**src/rtl/mc_ctrl_pkg.sv**
```systemverilog
// Shared opcodes, FSM state type and datapath mux encodings for the multi-cycle RV32I+F control unit.
package mc_ctrl_pkg;

  localparam logic [6:0] OpLoad   = 7'b0000011;
  localparam logic [6:0] OpFLoad  = 7'b0000111;
  localparam logic [6:0] OpStore  = 7'b0100011;
  localparam logic [6:0] OpFStore = 7'b0100111;
  localparam logic [6:0] OpRType  = 7'b0110011;
  localparam logic [6:0] OpIAlu   = 7'b0010011;
  localparam logic [6:0] OpBeq    = 7'b1100011;
  localparam logic [6:0] OpJal    = 7'b1101111;
  localparam logic [6:0] OpJalr   = 7'b1100111;
  localparam logic [6:0] OpLui    = 7'b0110111;
  localparam logic [6:0] OpFp     = 7'b1010011;

  typedef enum logic [4:0] {
    StFetch, StDecode, StMemAdr, StMemRead, StMemWb, StMemWrite, StExecuteR, StExecuteI,
    StAluWb, StBeq, StJal, StJalrJ, StJalrLnk, StLui, StFpExec, StFpWb, StIllegal
  } state_t;

  localparam logic [1:0] ResAluOut    = 2'b00;
  localparam logic [1:0] ResData      = 2'b01;
  localparam logic [1:0] ResAluResult = 2'b10;
  localparam logic [1:0] ResFpu       = 2'b11;

  localparam logic [1:0] SrcAPc    = 2'b00;
  localparam logic [1:0] SrcAOldPc = 2'b01;
  localparam logic [1:0] SrcARd1   = 2'b10;
  localparam logic [1:0] SrcAZero  = 2'b11;

  localparam logic [1:0] SrcBRd2  = 2'b00;
  localparam logic [1:0] SrcBImm  = 2'b01;
  localparam logic [1:0] SrcBFour = 2'b10;

  localparam logic [1:0] AluAdd    = 2'b00;
  localparam logic [1:0] AluBranch = 2'b01;
  localparam logic [1:0] AluFunct  = 2'b10;
  localparam logic [1:0] AluFp     = 2'b11;

  localparam logic [2:0] ImmI = 3'b000;
  localparam logic [2:0] ImmS = 3'b001;
  localparam logic [2:0] ImmB = 3'b010;
  localparam logic [2:0] ImmJ = 3'b011;
  localparam logic [2:0] ImmU = 3'b100;

endpackage

```
**src/rtl/imm_src_dec.sv**
```systemverilog
// Combinational immediate-format select from the instruction opcode.
module imm_src_dec import mc_ctrl_pkg::*; (
  input  logic [6:0] op,
  output logic [2:0] immSrc
);

  always_comb begin
    immSrc = ImmI;
    case (op)
      OpStore, OpFStore: immSrc = ImmS;
      OpBeq:             immSrc = ImmB;
      OpJal:             immSrc = ImmJ;
      OpLui:             immSrc = ImmU;
      default:           immSrc = ImmI;
    endcase
  end

endmodule

```
**src/rtl/multicycle_ctrl.sv**
```systemverilog
// Moore multi-cycle control FSM with memory/FPU handshakes, FPU timeout trap and retire counter.
module multicycle_ctrl import mc_ctrl_pkg::*; #(
  parameter bit          FP_EN      = 1'b1,
  parameter int unsigned FP_TIMEOUT = 64,
  parameter int unsigned CNT_W      = 32
) (
  input  logic             clk,
  input  logic             reset_n,
  input  logic [6:0]       op,
  input  logic             mem_ready,
  input  logic             fpu_done,
  output logic             PCUpdate,
  output logic             Branch,
  output logic             AdrSrc,
  output logic             MemWrite,
  output logic             IRWrite,
  output logic             RegWrite,
  output logic             FRegWrite,
  output logic [1:0]       ResultSrc,
  output logic [1:0]       ALUSrcA,
  output logic [1:0]       ALUSrcB,
  output logic [1:0]       ALUOp,
  output logic [2:0]       ImmSrc,
  output logic             fpu_start,
  output logic             illegal,
  output logic [CNT_W-1:0] instret
);

  localparam int unsigned   WaitW    = $clog2(FP_TIMEOUT + 1);
  localparam logic [WaitW-1:0] WaitLast = WaitW'(FP_TIMEOUT - 1);

  state_t             stateQ, stateD;
  logic [WaitW-1:0]   waitCntQ, waitCntD;
  logic [CNT_W-1:0]   instretQ;
  logic               isLoad;

  assign isLoad  = (op == OpLoad) || (op == OpFLoad);
  assign instret = instretQ;

  imm_src_dec uImmSrcDec (
    .op     (op),
    .immSrc (ImmSrc)
  );

  always_ff @(posedge clk) begin
    if (!reset_n) begin
      stateQ   <= StFetch;
      waitCntQ <= '0;
      instretQ <= '0;
    end else begin
      stateQ   <= stateD;
      waitCntQ <= waitCntD;
      if (stateQ != StFetch && stateD == StFetch) instretQ <= instretQ + CNT_W'(1);
    end
  end

  always_comb begin
    stateD    = stateQ;
    waitCntD  = '0;
    PCUpdate  = 1'b0;
    Branch    = 1'b0;
    AdrSrc    = 1'b0;
    MemWrite  = 1'b0;
    IRWrite   = 1'b0;
    RegWrite  = 1'b0;
    FRegWrite = 1'b0;
    ResultSrc = ResAluOut;
    ALUSrcA   = SrcAPc;
    ALUSrcB   = SrcBRd2;
    ALUOp     = AluAdd;
    fpu_start = 1'b0;
    illegal   = 1'b0;

    unique case (stateQ)
      StFetch: begin
        ALUSrcB   = SrcBFour;
        ResultSrc = ResAluResult;
        IRWrite   = mem_ready;
        PCUpdate  = mem_ready;
        stateD    = mem_ready ? StDecode : StFetch;
      end
      StDecode: begin
        ALUSrcA = SrcAOldPc;
        ALUSrcB = SrcBImm;
        case (op)
          OpLoad, OpStore:   stateD = StMemAdr;
          OpFLoad, OpFStore: stateD = FP_EN ? StMemAdr : StIllegal;
          OpRType:           stateD = StExecuteR;
          OpIAlu:            stateD = StExecuteI;
          OpBeq:             stateD = StBeq;
          OpJal:             stateD = StJal;
          OpJalr:            stateD = StJalrJ;
          OpLui:             stateD = StLui;
          OpFp:              stateD = FP_EN ? StFpExec : StIllegal;
          default:           stateD = StIllegal;
        endcase
      end
      StMemAdr: begin
        ALUSrcA = SrcARd1;
        ALUSrcB = SrcBImm;
        stateD  = isLoad ? StMemRead : StMemWrite;
      end
      StMemRead: begin
        AdrSrc = 1'b1;
        stateD = mem_ready ? StMemWb : StMemRead;
      end
      StMemWb: begin
        ResultSrc = ResData;
        RegWrite  = (op == OpLoad);
        FRegWrite = (op == OpFLoad);
        stateD    = StFetch;
      end
      StMemWrite: begin
        AdrSrc   = 1'b1;
        MemWrite = 1'b1;
        stateD   = mem_ready ? StFetch : StMemWrite;
      end
      StExecuteR: begin
        ALUSrcA = SrcARd1;
        ALUSrcB = SrcBRd2;
        ALUOp   = AluFunct;
        stateD  = StAluWb;
      end
      StExecuteI: begin
        ALUSrcA = SrcARd1;
        ALUSrcB = SrcBImm;
        ALUOp   = AluFunct;
        stateD  = StAluWb;
      end
      StAluWb: begin
        RegWrite  = 1'b1;
        ResultSrc = ResAluOut;
        stateD    = StFetch;
      end
      StBeq: begin
        ALUSrcA = SrcARd1;
        ALUSrcB = SrcBRd2;
        ALUOp   = AluBranch;
        Branch  = 1'b1;
        stateD  = StFetch;
      end
      StJal: begin
        ALUSrcA   = SrcAOldPc;
        ALUSrcB   = SrcBFour;
        ResultSrc = ResAluOut;
        PCUpdate  = 1'b1;
        stateD    = StAluWb;
      end
      StJalrJ: begin
        ALUSrcA   = SrcARd1;
        ALUSrcB   = SrcBImm;
        ResultSrc = ResAluResult;
        PCUpdate  = 1'b1;
        stateD    = StJalrLnk;
      end
      StJalrLnk: begin
        ALUSrcA   = SrcAOldPc;
        ALUSrcB   = SrcBFour;
        ResultSrc = ResAluResult;
        RegWrite  = 1'b1;
        stateD    = StFetch;
      end
      StLui: begin
        ALUSrcA = SrcAZero;
        ALUSrcB = SrcBImm;
        stateD  = StAluWb;
      end
      StFpExec: begin
        // Counter is zero only on the entry cycle, which doubles as the start pulse.
        ALUOp     = AluFp;
        fpu_start = (waitCntQ == '0);
        waitCntD  = waitCntQ + WaitW'(1);
        if (fpu_done)                    stateD = StFpWb;
        else if (waitCntQ == WaitLast)   stateD = StIllegal;
      end
      StFpWb: begin
        ResultSrc = ResFpu;
        FRegWrite = 1'b1;
        stateD    = StFetch;
      end
      StIllegal: begin
        illegal = 1'b1;
        stateD  = StIllegal;
      end
      default: stateD = StIllegal;
    endcase
  end

endmodule

```
**config.mk**
```make
export PLATFORM = sky130hd
export DESIGN_NAME = multicycle_ctrl
export DESIGN_NICKNAME = d
export VERILOG_FILES = /design/src/rtl/mc_ctrl_pkg.sv /design/src/rtl/imm_src_dec.sv /design/src/rtl/multicycle_ctrl.sv
export SDC_FILE = /design/constraint.sdc
export NUM_CORES = 1
export LEC_CHECK = 0
export BUFFER_PORTS_ARGS = -buffer_cell sky130_fd_sc_hd__buf_2
export CELL_PAD_IN_SITES_DETAIL_PLACEMENT = 1
export CELL_PAD_IN_SITES_GLOBAL_PLACEMENT = 2
export CORE_MARGIN = 8
export CORE_UTILIZATION = 32
export CTS_BUF_LIST = sky130_fd_sc_hd__clkbuf_2
export CTS_CLUSTER_DIAMETER = 150
export DETAILED_ROUTE_END_ITERATION = 10
export GPL_ROUTABILITY_DRIVEN = 0
export PLACE_DENSITY_LB_ADDON = 0.2
export SYNTH_ARGS = -nofsm -noshare
export SYNTH_HDL_FRONTEND = slang
export SYNTH_HIERARCHICAL = 1
export SYNTH_SLANG_ARGS = --single-unit
```
**constraint.sdc**
```tcl
create_clock -name clk -period 2.8 [get_ports clk]
set_clock_uncertainty 0.15 [all_clocks]
set_input_delay 0.42 -clock clk [delete_from_list [all_inputs] [get_ports clk]]
set_output_delay 0.42 -clock clk [all_outputs]
set_load 0.05 [all_outputs]
```
Word-level counts from Yosys, hierarchy flattened
Cells that the tools add are included.

storage, ports and cells
  bits in registers = 44
  word-level logic and storage cells = 75
  output and inout port bits = 52
  input bits = 11

operators by class
  add/sub/neg operators = 2
  reduce and logical (&&, ||, !) cells = 20
  equality and inequality tests = 28
  mux-type cells = 22

operators by type and width
  cell                                                                    number
  5-bit one-hot mux with 9 select lines                                   1
  5-bit by 4-bit equality test with 1-bit output (second input constant)  8
  5-bit one-hot mux with 8 select lines                                   1
  7-bit by 6-bit equality test with 1-bit output (second input constant)  5
  32-bit by 1-bit adder with 32-bit output (second input constant)        1
  7-bit equality test (second input constant)                             4
  5-bit by 3-bit equality test with 1-bit output (second input constant)  4
  2-bit one-hot mux with 3 select lines                                   3
  5-bit OR reduction                                                      3
  3-bit one-hot mux with 4 select lines                                   1
  5-bit by 2-bit equality test with 1-bit output (second input constant)  2
  5-bit logical NOT                                                       2
  5-bit two-way mux                                                       2
  2-bit OR reduction                                                      5
  3-bit two-way mux                                                       3
  3-bit OR reduction                                                      3
  4-bit OR reduction                                                      2
  7-bit by 1-bit adder with 7-bit output (second input constant)          1
  7-bit by 2-bit equality test with 1-bit output (second input constant)  1
  7-bit by 3-bit equality test with 1-bit output (second input constant)  1
  7-bit by 5-bit equality test with 1-bit output (second input constant)  1
  7-bit logical NOT                                                       1
  1-bit two-way mux                                                       7
  1-bit one-hot mux with 2 select lines                                   3
  7 further kinds                                                         7

Logic depth before layout (Yosys ltp)
Gate-level depths: netlist (run 1).

  word-level depth = 6
  gate-level depth with buffers = 10
  mapped depth without buffers = 8

Hierarchy
The synthesis (run 1) kept the hierarchy.

by module, submodules not included
  module           area an instance (µm²)  instances  seq. area each (µm²)  cells an instance
  multicycle_ctrl  2,673.8                 1          880.8                 344
  imm_src_dec      67.6                    1          0.0                   8

Least setup slack after synthesis (run 1)
No wires, ideal clock.

  path kind = register to output
  start = register stateQ[3]
  end = output ALUOp[0]
  path slack = -0.353 ns
  cell stages (with the launch flop) = 6
  data required time = 2.230 ns
  path buffers = 2
  data arrival time = 2.583 ns
  path through = dfxtp_1 clkbuf_1 buf_1 nand2_1 nor3_1 nand2b_1

on the way
  word-level cells in the longest chain between the ends = 3

ends and longest elaborated chain
  element                                         RTL line               RTL
  from (decl)                                     multicycle_ctrl.sv:32  state_t stateQ, stateD;
  from (signal assigned)                          multicycle_ctrl.sv:47  stateQ <= StFetch;
  from (signal assigned)                          multicycle_ctrl.sv:51  stateQ <= stateD;
  5-bit by 3-bit equality test with 1-bit output  multicycle_ctrl.sv:74  unique case (stateQ)
  2-bit OR reduction (no line)                    -
  2-bit one-hot mux with 3 select lines (*)       multicycle_ctrl.sv:74
  to (decl)                                       multicycle_ctrl.sv:22  output logic [1:0] ALUOp,

Mark *: on every way between the ends. The rest lies on a longest branch, timed or not.

Worst setup path after layout (run 1)
  start = register waitCntQ[0]
  end = register instretQ[22], in the netlist instret[22]

on the way
  word-level cells in the longest chain between the ends = 6

ends and longest elaborated chain
  element                                         RTL line                RTL
  from (decl)                                     multicycle_ctrl.sv:33   logic [WaitW-1:0] waitCntQ, waitCntD;
  from (signal assigned)                          multicycle_ctrl.sv:52   waitCntQ <= waitCntD;
  7-bit by 6-bit equality test with 1-bit output  multicycle_ctrl.sv:174  else if (waitCntQ == WaitLast) stateD = StIllegal;
  5-bit two-way mux                               multicycle_ctrl.sv:174
  5-bit two-way mux                               multicycle_ctrl.sv:173  if (fpu_done) stateD = StFpWb;
  5-bit one-hot mux with 9 select lines           multicycle_ctrl.sv:74
  5-bit logical NOT                               multicycle_ctrl.sv:53   if (stateQ != StFetch && stateD == StFetch) instretQ <= instretQ + CNT_W'(1);
  1-bit logical AND                               multicycle_ctrl.sv:53
  to (signal assigned)                            multicycle_ctrl.sv:53
  to (decl)                                       multicycle_ctrl.sv:34   logic [CNT_W-1:0] instretQ;

Every way passes these cells.
A chain may end at the register's enable or synchronous reset.

==> results of run 1 <==
[state kept, by name, indices dropped and copies added, names as in the netlist]
register	cells
stateQ	5
instret	32
waitCntQ	7
[cells in the final DEF (no fill, tap or decap), drive strengths merged, types with 9 or more instances in the layout]
master / count
dfxtp: 44
nand2: 22
nand4: 12
nor2: 25
inv: 10
nand3: 22
o31ai: 12
buf: 99
o21ai: 19
or3: 21
nand2b: 9
a21oi: 34
or4: 11
[per-stage QoR]
stage	util	setup TNS, ns	cell area, sq um	worst slack (ns)	cells
3_5_place_dp	0.414	-1.97	3420	-0.116	533
3_3_place_gp	0.414	-1.40	3420	-0.0872	533
5_1_grt	0.420	-0.202	3470	-0.0337	540
2_1_floorplan	-	0	2760	0.0472	352
6_report	0.420	0	3470	0.0861	540
4_1_cts	0.419	0	3460	0.0465	540
[cell families after synthesis]
| group | count (synthesis) | share of synthesized area |
|---|---|---|
| AO/OA/AOI/OAI | 90 | 0.210 |
| multiplexers | 5 | 0.0201 |
| buffers and inverters | 33 | 0.0497 |
| adder cells (fa/ha/maj) | 3 | 0.0137 |
| XOR/XNOR | 10 | 0.0319 |
| AND/OR/NAND/NOR | 167 | 0.353 |
| flip-flops | 44 | 0.321 |
[critical path, cell delays in order, from the launching register on]
cell	delay (ns)
dfxtp_2	0.38
ha_1	0.22
and3_1	0.24
a41oi_1	0.26
o31ai_1	0.13
and4bb_1	0.30
nand4_2	0.13
buf_12	0.21
buf_4	0.15
or3_1	0.34
a21oi_1	0.17
[synth_stat cells, drive strengths merged (4+ instances only)]
cell type / number / area share
a211oi: 7 / 0.021
a21oi: 34 / 0.062
and3: 8 / 0.018
buf: 9 / 0.017
clkbuf: 14 / 0.019
dfxtp: 44 / 0.32
inv: 10 / 0.014
mux2i: 4 / 0.015
nand2: 22 / 0.030
nand2b: 9 / 0.021
nand3: 22 / 0.040
nand4: 12 / 0.030
nor2: 25 / 0.034
nor3: 5 / 0.0091
nor4: 8 / 0.018
o21a: 4 / 0.011
o21ai: 19 / 0.035
o31ai: 12 / 0.033
or3: 21 / 0.048
or4: 11 / 0.030
xnor2: 6 / 0.019
xor2: 4 / 0.013
[power breakdown]
part	switching (uW)	internal (uW)
clock network	213	55.1
registers	7.61	633
logic	159	90.8
total	380	779
[path summary, 6_finish.rpt]
path / start / endpoint / slack (ns) / depth (start not counted)
setup / recovery: waitCntQ[0] / instret[22] / 0.09 / 10
hold / removal: reset_n / instret[12] / 0.18 / 2
setup reg to reg: waitCntQ[0] / instret[22] / 0.09 / 10
hold reg to reg: waitCntQ[0] / waitCntQ[0] / 0.29 / 1
[metal layers]
metal	share of wire	vias up
met4	0.0072	0
met1	0.48	1432
met2	0.46	43
met3	0.047	6
met5	0	-
li1	-	1485
[cell type report]
type / instances / share of cell area
clock buffers: 5 / 0.00722
clock inverters: 2 / 0.00361
inverters: 10 / 0.0108
multi-input cells: 275 / 0.505
flip-flops and latches: 44 / 0.255
well taps: 105 / 0.0379
repair buffers: 99 / 0.181
[what timing repair did]
action	CTS	global route
setup buffers	0	0
gates resized for setup	0	3
endpoints found under the setup margin	0	17
==> key figures, run 1 <==
Min path
  – Hold Path Class: in -> reg

Routing
  – DRT Pass-1 Iters: 4
  – Vias: 2966
  – Antenna Nets Post-Route: 0
  – DRC Markers: 0
  – Post-detailed-route wirelength per cell: 16.6 microns
  – DR vias/cell: 5.49
  – Initial DRC Count: 66
  – Post-Route WL: 8970 microns

Timing
  – Minimum hold slack: 0.178 ns
  – Achievable Freq: 0.368 GHz
  – Slew Limit Fails: 0
  – Worst-Margin Slew: 0.418 ns
  – # setup viols final: 0
  – Relative slew slack: 0.717
  – Min Tclk post-route: 2.71 ns
  – Final Hold Viols: 0
  – Unrepaired setup endpoints after global routing: true
  – Period utilization: 0.969

Final layout
  – Filler cells: 1056
  – # diodes: 0
  – Final net count: 449
  – Multi-input gate area: 1750 sq um
  – Fraction of layout cells with a size suffix above 1: 0.276
  – Register area: 882 sq um
  – P&R area growth vs syn: 26.4%

Power
  – Total Power: 1160 uW
  – Power Density: 335 nW/um^2
  – Worst VDD drop: 0.138 mV
  – P_leak: 0.00135 uW

Worst setup path
  – CP startpoint kind: flip-flop
  – WP data required: 3.02 ns
  – Crit Path Category: reg -> reg
  – Worst Path Arrival: 2.93 ns
  – Largest fanout on the critical path: 35
  – Critical Path End Type: flip-flop

Global routing
  – Remaining Overflow, GRT: 0
  – Largest net degree at the start of global routing: 36
  – GR Util met2: 0.249
  – Met3 GRT Util: 0.0321
  – GR peak layer: met2
  – Initial antenna violation count: 0
  – Total track usage: 0.150
  – First-pass GRT wire length: 14600 microns
  – M1 GR Usage: 0.196
  – Vias in the first global route: 2948

Clock tree
  – Clk_lat worst skew: 0.41 ns
  – Clock buffer count from CTS: 5
  – CTS tree: yes
  – Maximum root-to-sink buffer count: 2
  – CTS root buffer: clkbuf_2
  – CTS clk-pin slew, worst paths: 0.25 ns
  – Hold-fix buffers at CTS: 0
  – Clock Sinks: 44
  – H-tree Lvls: 2

Synth
  – Syn_nets: 366
  – Number of distinct library cells after synthesis: 55
  – EDFF count, synth: 0
  – Async S/R FF share, synth: 0
  – Synthesized area: 2740 sq um
  – Cell count after synthesis: 352
  – Most used DFF post-synth: dfxtp_1
  – Post-synthesis sequential area ratio: 0.321
  – Number of warnings issued by yosys: 6
  – Syn_area_per_cell: 7.79 sq um
  – Seq cells post-synth: 44

Floorplan
  – Die Area: 11800 sq um
  – Die Y: 109 microns
  – Rows: 33
  – Die Wd: 109 microns
  – Area of the core: 8260 sq um
  – IO Pins: 63
  – Initial Util: 0.332

Run
  – Maxcap violations: 0

Status
  – Status: complete, no violations

Placement
  – Hpwl dp: 6720 microns
  – Buffers on Ports: 62
No activity file was read; power rests on OpenSTA's default activity.
==> run 2, diff against run 1 <==
--- a/config.mk
+++ b/config.mk
@@ -15,7 +15,7 @@
 export DETAILED_ROUTE_END_ITERATION = 10
 export GPL_ROUTABILITY_DRIVEN = 0
 export PLACE_DENSITY_LB_ADDON = 0.2
+export SKIP_LAST_GASP = 1
 export SYNTH_ARGS = -nofsm -noshare
 export SYNTH_HDL_FRONTEND = slang
-export SYNTH_HIERARCHICAL = 1
 export SYNTH_SLANG_ARGS = --single-unit
==> key figures, run 2 <==
Run
  – Maxcap violations: 0 (unchanged)

Routing
  – DRC Markers: 0 (unchanged)
  – Antenna Nets Post-Route: 0 (unchanged)
  – DR vias/cell: 5.62 (+2.2%)
  – Top sig layer: met4
  – Vias: 3291 (+11%)
  – Met3 wire length: 365 microns (-14%)
  – Initial DRC Count: 144 (+120%)
  – Metal2 WL: 5100 microns (+23%)
  – Metal1 wirelength: 4850 microns (+12%)
  – Post-Route WL: 10400 microns (+16%)
  – DRT Pass-1 Iters: 4 (unchanged)
  – Post-detailed-route wirelength per cell: 17.7 microns (+6.6%)

Global routing
  – First-pass GRT wire length: 16200 microns (+11%)
  – Largest net degree at the start of global routing: 55 (+53%)
  – Initial antenna violation count: 0 (unchanged)
  – Total track usage: 0.151 (+0.000642)
  – Vias in the first global route: 3292 (+12%)
  – Remaining Overflow, GRT: 0 (unchanged)

Clock tree
  – Clock Sinks: 44 (unchanged)
  – Clk_lat worst skew: 0.42 ns (about the same)
  – CTS tree: yes
  – CTS clk-pin slew, worst paths: 0.25 ns (about the same)
  – Hold-fix buffers at CTS: 0 (unchanged)
  – Maximum root-to-sink buffer count: 2 (unchanged)
  – H-tree Lvls: 2 (unchanged)
  – CTS root buffer: clkbuf_2
  – Clock buffer count from CTS: 5 (unchanged)

Floorplan
  – IO Pins: 63 (unchanged)
  – Die Y: 113 microns (+4.0%)
  – Rows: 35 (+6.1%)
  – Die Wd: 113 microns (+4.0%)
  – Area of the core: 9200 sq um (+11%)
  – Initial Util: 0.327 (-0.00530)
  – Die Area: 12700 sq um (+8.1%)

Power
  – Total Power: 1350 uW (+16%)
  – Worst VDD drop: 0.145 mV (+4.8%)
  – Power Density: 330 nW/um^2 (-1.2%)
  – P_leak: 0.00157 uW (+16%)

Final layout
  – Commonest non-fill, non-tap cell in the layout: buf_2
  – Largest register FFs: 32 (unchanged)
  – Final Non-Filler Cells: 586 (+8.5%)
  – Commonest cells after routing, fill and taps aside: buf_2, buf_4, dfxtp_1
  – # diodes: 0 (unchanged)
  – Fraction of layout cells with a size suffix above 1: 0.377 (+0.101)
  – P&R area growth vs syn: 36.0%
  – Final net count: 488 (+8.7%)

Worst setup path
  – Critical path's slowest cell: or4b_4
  – CP startpoint kind: flip-flop
  – Crit Path Category: reg -> reg
  – WP data required: 3.03 ns (about the same)
  – Largest fanout on the critical path: 7 (-80%)
  – Critical Path End Type: flip-flop
  – Flop2flop setup slack: 0.05 ns (-0.03 ns)
  – Critical Path Max Stage Delay: 0.59 ns (+0.21 ns)
  – Worst-path cell chain: ha_4 > nand3_4 > nor4_4 > o32ai_2 > or4b_4 > buf_12 > or4_1 > a21oi_2
  – R2R depth: 8 (-2)
  – Worst Path Arrival: 2.98 ns (+0.05 ns)

Synth
  – Synth top cells by count: dfxtp_1, a21oi_1, nand2_1
  – Post-synth top area cell: dfxtp_1
  – Syn_nets: 404 (+10%)
  – Most used DFF post-synth: dfxtp_1
  – Post-synthesis sequential area ratio: 0.293 (-0.0281)
  – Number of warnings issued by yosys: 0 (-6)
  – Syn_area_per_cell: 7.70 sq um (-1.1%)
  – Seq cells post-synth: 44 (unchanged)
  – Synthesized area: 3000 sq um (+9.6%)
  – Number of distinct library cells after synthesis: 61 (+11%)
  – Async S/R FF share, synth: 0 (unchanged)
  – Top cells by area, synth: dfxtp_1, a21oi_1, or4_1, o31ai_1, nand2_1
  – EDFF count, synth: 0 (unchanged)
  – Cell count after synthesis: 390 (+11%)
  – Top-count cell post-synth: dfxtp_1
  – Synth top area share: 0.293 (-0.0281)

Timing
  – PnR worst setup slack: 0.0523 ns (-0.0338 ns)
  – Final Hold Viols: 0 (unchanged)
  – Minimum hold slack: 0.276 ns (+0.0983 ns)
  – Period utilization: 0.981 (+0.0121)
  – Worst-Margin Slew: 0.647 ns (+0.228 ns)
  – Achievable Freq: 0.364 GHz (-1.2%)
  – Slew Limit Fails: 0 (unchanged)
  – Unrepaired setup endpoints after global routing: true
  – # setup viols final: 0 (unchanged)
  – Relative slew slack: 0.568 (-0.149)
  – Min Tclk post-route: 2.75 ns (+0.0338 ns)

Placement
  – Pre-CTS setup slack: -0.0274 ns (+0.0883 ns)
  – Inst Count DP: 568 (+6.6%)
  – Buffers on Ports: 62 (unchanged)
  – Hpwl dp: 7050 microns (+4.9%)

Status
  – Status: complete, no violations

Min path
  – Hold Path Class: in -> reg
  – WHS Path Cells: 2 (unchanged)
[run 2: kinds of logic after synthesis]
| family | synth area share |
|---|---|
| buffers and inverters | 0.0687 |
| AO/OA/AOI/OAI | 0.215 |
| AND/OR/NAND/NOR | 0.370 |
| multiplexers | 0.0171 |
| adder cells (fa/ha/maj) | 0.0125 |
| XOR/XNOR | 0.0233 |
| flip-flops | 0.293 |
[run 2: area by class of cell]
class | instances | area [sq um]
Multi-Input combinational cell | 303 | 2160
Inverter | 8 | 30.0
Sequential cell | 44 | 890
Clock inverter | 3 | 42.5
Clock buffer | 5 | 25.0
Timing Repair Buffer | 112 | 797
Fill cell | 1116 | 5110
Tap cell | 111 | 139
[run 2: per-layer routing]
layer | global-route usage | vias up
met2 | 0.264 | 46
met1 | 0.188 | 1611
met3 | 0.0304 | 6
met5 | 0 | -
li1 | - | 1628
met4 | 0.0293 | 0
[run 2: final timing paths]
kind / startpoint / endpoint
setup / recovery: waitCntQ[1] / instret[7]
hold / removal: reset_n / stateQ[3]
setup reg to reg: waitCntQ[1] / instret[7]
hold reg to reg: instret[31] / instret[31]
[run 2: metrics by stage]
step	area, sq um	utilization	setup TNS, ns
after floorplan	3040	-	0
after global placement	3650	0.396	0
after detailed placement	3650	0.396	-0.262
after CTS	3740	0.406	0
after global routing	4090	0.444	-0.513
final	4090	0.444	0
[run 2: critical path: cells and delay by family (launching register included)]
kind	cells	cell delay, ns
buf+inv	1	0.19
simple gates	4	1.52
flops	1	0.41
fa+ha+maj	1	0.15
compound gates	2	0.28
[run 2: what timing repair did]
item                                    in CTS  in global routing
pin swaps                                    1                 30
hold endpoints to repair                     0                  0
gates resized for setup                      8                 47
gates cloned                                 0                  4
endpoints found under the setup margin      13                 28
setup buffers                                1                  5
[run 2: power by group]
group | switching [uW] | total [uW] | leakage (uW) | internal, uW
combinational | 210 | 334 | 0.00117 | 124
sequential | 7.74 | 639 | 0.000358 | 632
clock | 227 | 377 | 0.0000406 | 150
total | 444 | 1350 | 0.00157 | 906
==> run 3, diff against run 2 <==
==> constraint.sdc (replaced) <==
create_clock -name clk -period 2.8 [get_ports clk]
set_clock_uncertainty 0.15 [all_clocks]
set_input_delay 0.7 -clock clk [delete_from_list [all_inputs] [get_ports clk]]
set_output_delay 0.7 -clock clk [all_outputs]
set_load 0.05 [all_outputs]
==> key figures, run 3 (synthesis gave the netlist of run 2 again) <==
Final layout
  – Largest register FFs: 32 (unchanged)
  – # diodes: 0 (unchanged)
  – Final Non-Filler Cells: 601 (+2.6%)
  – Fraction of layout cells with a size suffix above 1: 0.347 (-0.0299)
  – Final net count: 503 (+3.1%)
  – Commonest non-fill, non-tap cell in the layout: buf_4
  – P&R area growth vs syn: 34.7%
  – Post-route cell area: 4050 sq um (-0.95%)
  – Commonest cells after routing, fill and taps aside: buf_4, buf_2, nand2_1, dfxtp_1, a21oi_1

Timing
  – Period utilization: 1.02 (+0.0367)
  – PnR worst setup slack: -0.0505 ns (-0.103 ns)
  – Relative slew slack: 0.621 (+0.0528)
  – Minimum hold slack: 0.361 ns (+0.0850 ns)
  – # setup viols final: 1 (+1)
  – Worst-Margin Slew: 0.568 ns (-0.0791 ns)
  – Slew Limit Fails: 0 (unchanged)
  – Min Tclk post-route: 2.85 ns (+0.103 ns)
  – Final Hold Viols: 0 (unchanged)
  – Unrepaired setup endpoints after global routing: true
  – Setup TNS: -0.0505 ns (-0.0505 ns)
  – Achievable Freq: 0.351 GHz (-3.6%)

Min path
  – WHS Path Cells: 2 (unchanged)
  – End of the worst hold path: instret[24]
  – Hold Path Class: reg -> reg
  – Min-delay src: instret[24]

Placement
  – Buffers on Ports: 62 (unchanged)
  – Inst Count DP: 583 (+2.6%)
  – Hpwl dp: 7380 microns (+4.7%)
  – Post-DP Area: 3790 sq um (+3.9%)
  – Pre-CTS setup slack: -0.339 ns (-0.312 ns)

Floorplan
  – Rows: 35 (unchanged)
  – Die Area: 12700 sq um (unchanged)
  – Initial Util: 0.327 (unchanged)
  – IO Pins: 63 (unchanged)
  – Die Wd: 113 microns (unchanged)
  – Die Y: 113 microns (unchanged)
  – Area of the core: 9200 sq um (unchanged)

Clock tree
  – CTS clk-pin slew, worst paths: 0.23 ns (-0.02 ns)
  – Clk_lat worst skew: 0.43 ns (about the same)
  – Hold-fix buffers at CTS: 0 (unchanged)
  – H-tree Lvls: 2 (unchanged)
  – CTS tree: yes
  – Clock buffer count from CTS: 5 (unchanged)
  – Clock Sinks: 44 (unchanged)
  – Maximum root-to-sink buffer count: 2 (unchanged)
  – CTS root buffer: clkbuf_2

Run
  – Maxcap violations: 0 (unchanged)

Global routing
  – Largest net degree at the start of global routing: 45 (-18%)
  – Remaining Overflow, GRT: 0 (unchanged)
  – Vias in the first global route: 3486 (+5.9%)
  – First-pass GRT wire length: 17000 microns (+4.6%)
  – Total track usage: 0.156 (+0.00541)
  – Initial antenna violation count: 0 (unchanged)

Power
  – Worst VDD drop: 0.121 mV (-16%)
  – Power Density: 327 nW/um^2 (-0.93%)
  – P_leak: 0.00157 uW (+0.36%)

Worst setup path
  – Buffers plus inverters on the worst setup path: 2 (+1)
  – CP startpoint kind: flip-flop
  – Reg2Reg Capture Point: instret[13]
  – Worst-path cell chain: buf_6 > or4_4 > nor3b_4 > or2_4 > buf_8
  – WP data required: 1.95 ns (-1.08 ns)
  – Critical Path End Type: output port
  – Worst Path Arrival: 2.00 ns (-0.98 ns)
  – CP top delay family: simple AND/OR/NAND/NOR gates
  – Largest fanout on the critical path: 6 (-1)
  – Flop2flop setup slack: 0.07 ns (+0.02 ns)
  – Reg2Reg Launch Point: stateQ[4]
  – Crit Path Category: reg -> out
  – R2R depth: 7 (-1)
  – Critical Path Max Stage Delay: 0.50 ns (-0.09 ns)
  – Crit. path cell count: 5 (-3)
  – Critical path's slowest cell: or4_4

Routing
  – Post-Route WL: 9920 microns (-4.4%)
  – Vias: 3317 (+0.79%)
  – Post-detailed-route wirelength per cell: 16.5 microns (-6.8%)
  – Antenna Nets Post-Route: 0 (unchanged)
  – Initial DRC Count: 92 (-36%)
  – DRT Pass-1 Iters: 4 (unchanged)
  – DRC Markers: 0 (unchanged)
  – DR vias/cell: 5.52 (-1.7%)

Status
  – Status: finished, violations left
  – Failing checks: setup timing
[run 3: changes by cell type in the layout (fill, tap and decap cells not counted), sizes merged]
cell and delta:
buf +15
[run 3: final cells by class]
type,count,area [sq um]
clock inverters,3,37.5
clock buffers,5,25.0
repair buffers,127,875
multi-input cells,303,2040
well taps,111,139
flip-flops and latches,44,898
fillers,1183,5150
inverters,8,30.0
[run 3: layer usage]
| layer | global-route usage | vias up | routed length, microns |
|---|---|---|---|
| met3 | 0.0293 | 7 | 307 |
| li1 | - | 1658 | - |
| met5 | 0 | - | 0 |
| met4 | 0.0320 | 0 | 74 |
| met2 | 0.282 | 40 | 4870 |
| met1 | 0.188 | 1612 | 4670 |
[run 3: repair_timing]
action                                  4_1_cts  5_1_grt
endpoints found under the setup margin       14       31
gates resized for setup                      19       23
pin swaps                                     3        1
buffers inserted                              2        8
[run 3: how the worst max path moves through the flow]
stage | from | end | slack [ns]
2_1_floorplan | stateQ[3] | ALUOp[0] | -0.27
3_3_place_gp | op[5] | instret[22] | -0.26
3_5_place_dp | op[5] | instret[13] | -0.34
4_1_cts | stateQ[1] | PCUpdate | -0.07
5_1_grt | stateQ[1] | PCUpdate | -0.14
6_report | stateQ[1] | PCUpdate | -0.05
[run 3: worst reg2reg max path, cell delays in order (launching register included)]
cell and delay (ns):
dfxtp_1 0.53, and3b_1 0.22, o21bai_1 0.14, o221ai_1 0.14, or4b_4 0.57, buf_12 0.19, or4_1 0.55, a21oi_2 0.17
[run 3: power by group]
part           total [uW]  switching, uW  internal (uW)  leakage, uW
Clock                 364            219            145    0.0000380
Sequential            637           7.43            630     0.000359
Combinational         324            200            124      0.00118
[run 3: through the flow]
step / total power, uW / utilization
global placement: 944 / 0.412
detailed placement: 951 / 0.412
global route: 1390 / 0.440
CTS: 1330 / 0.425
floorplan: 852 / -
finish: 1320 / 0.440
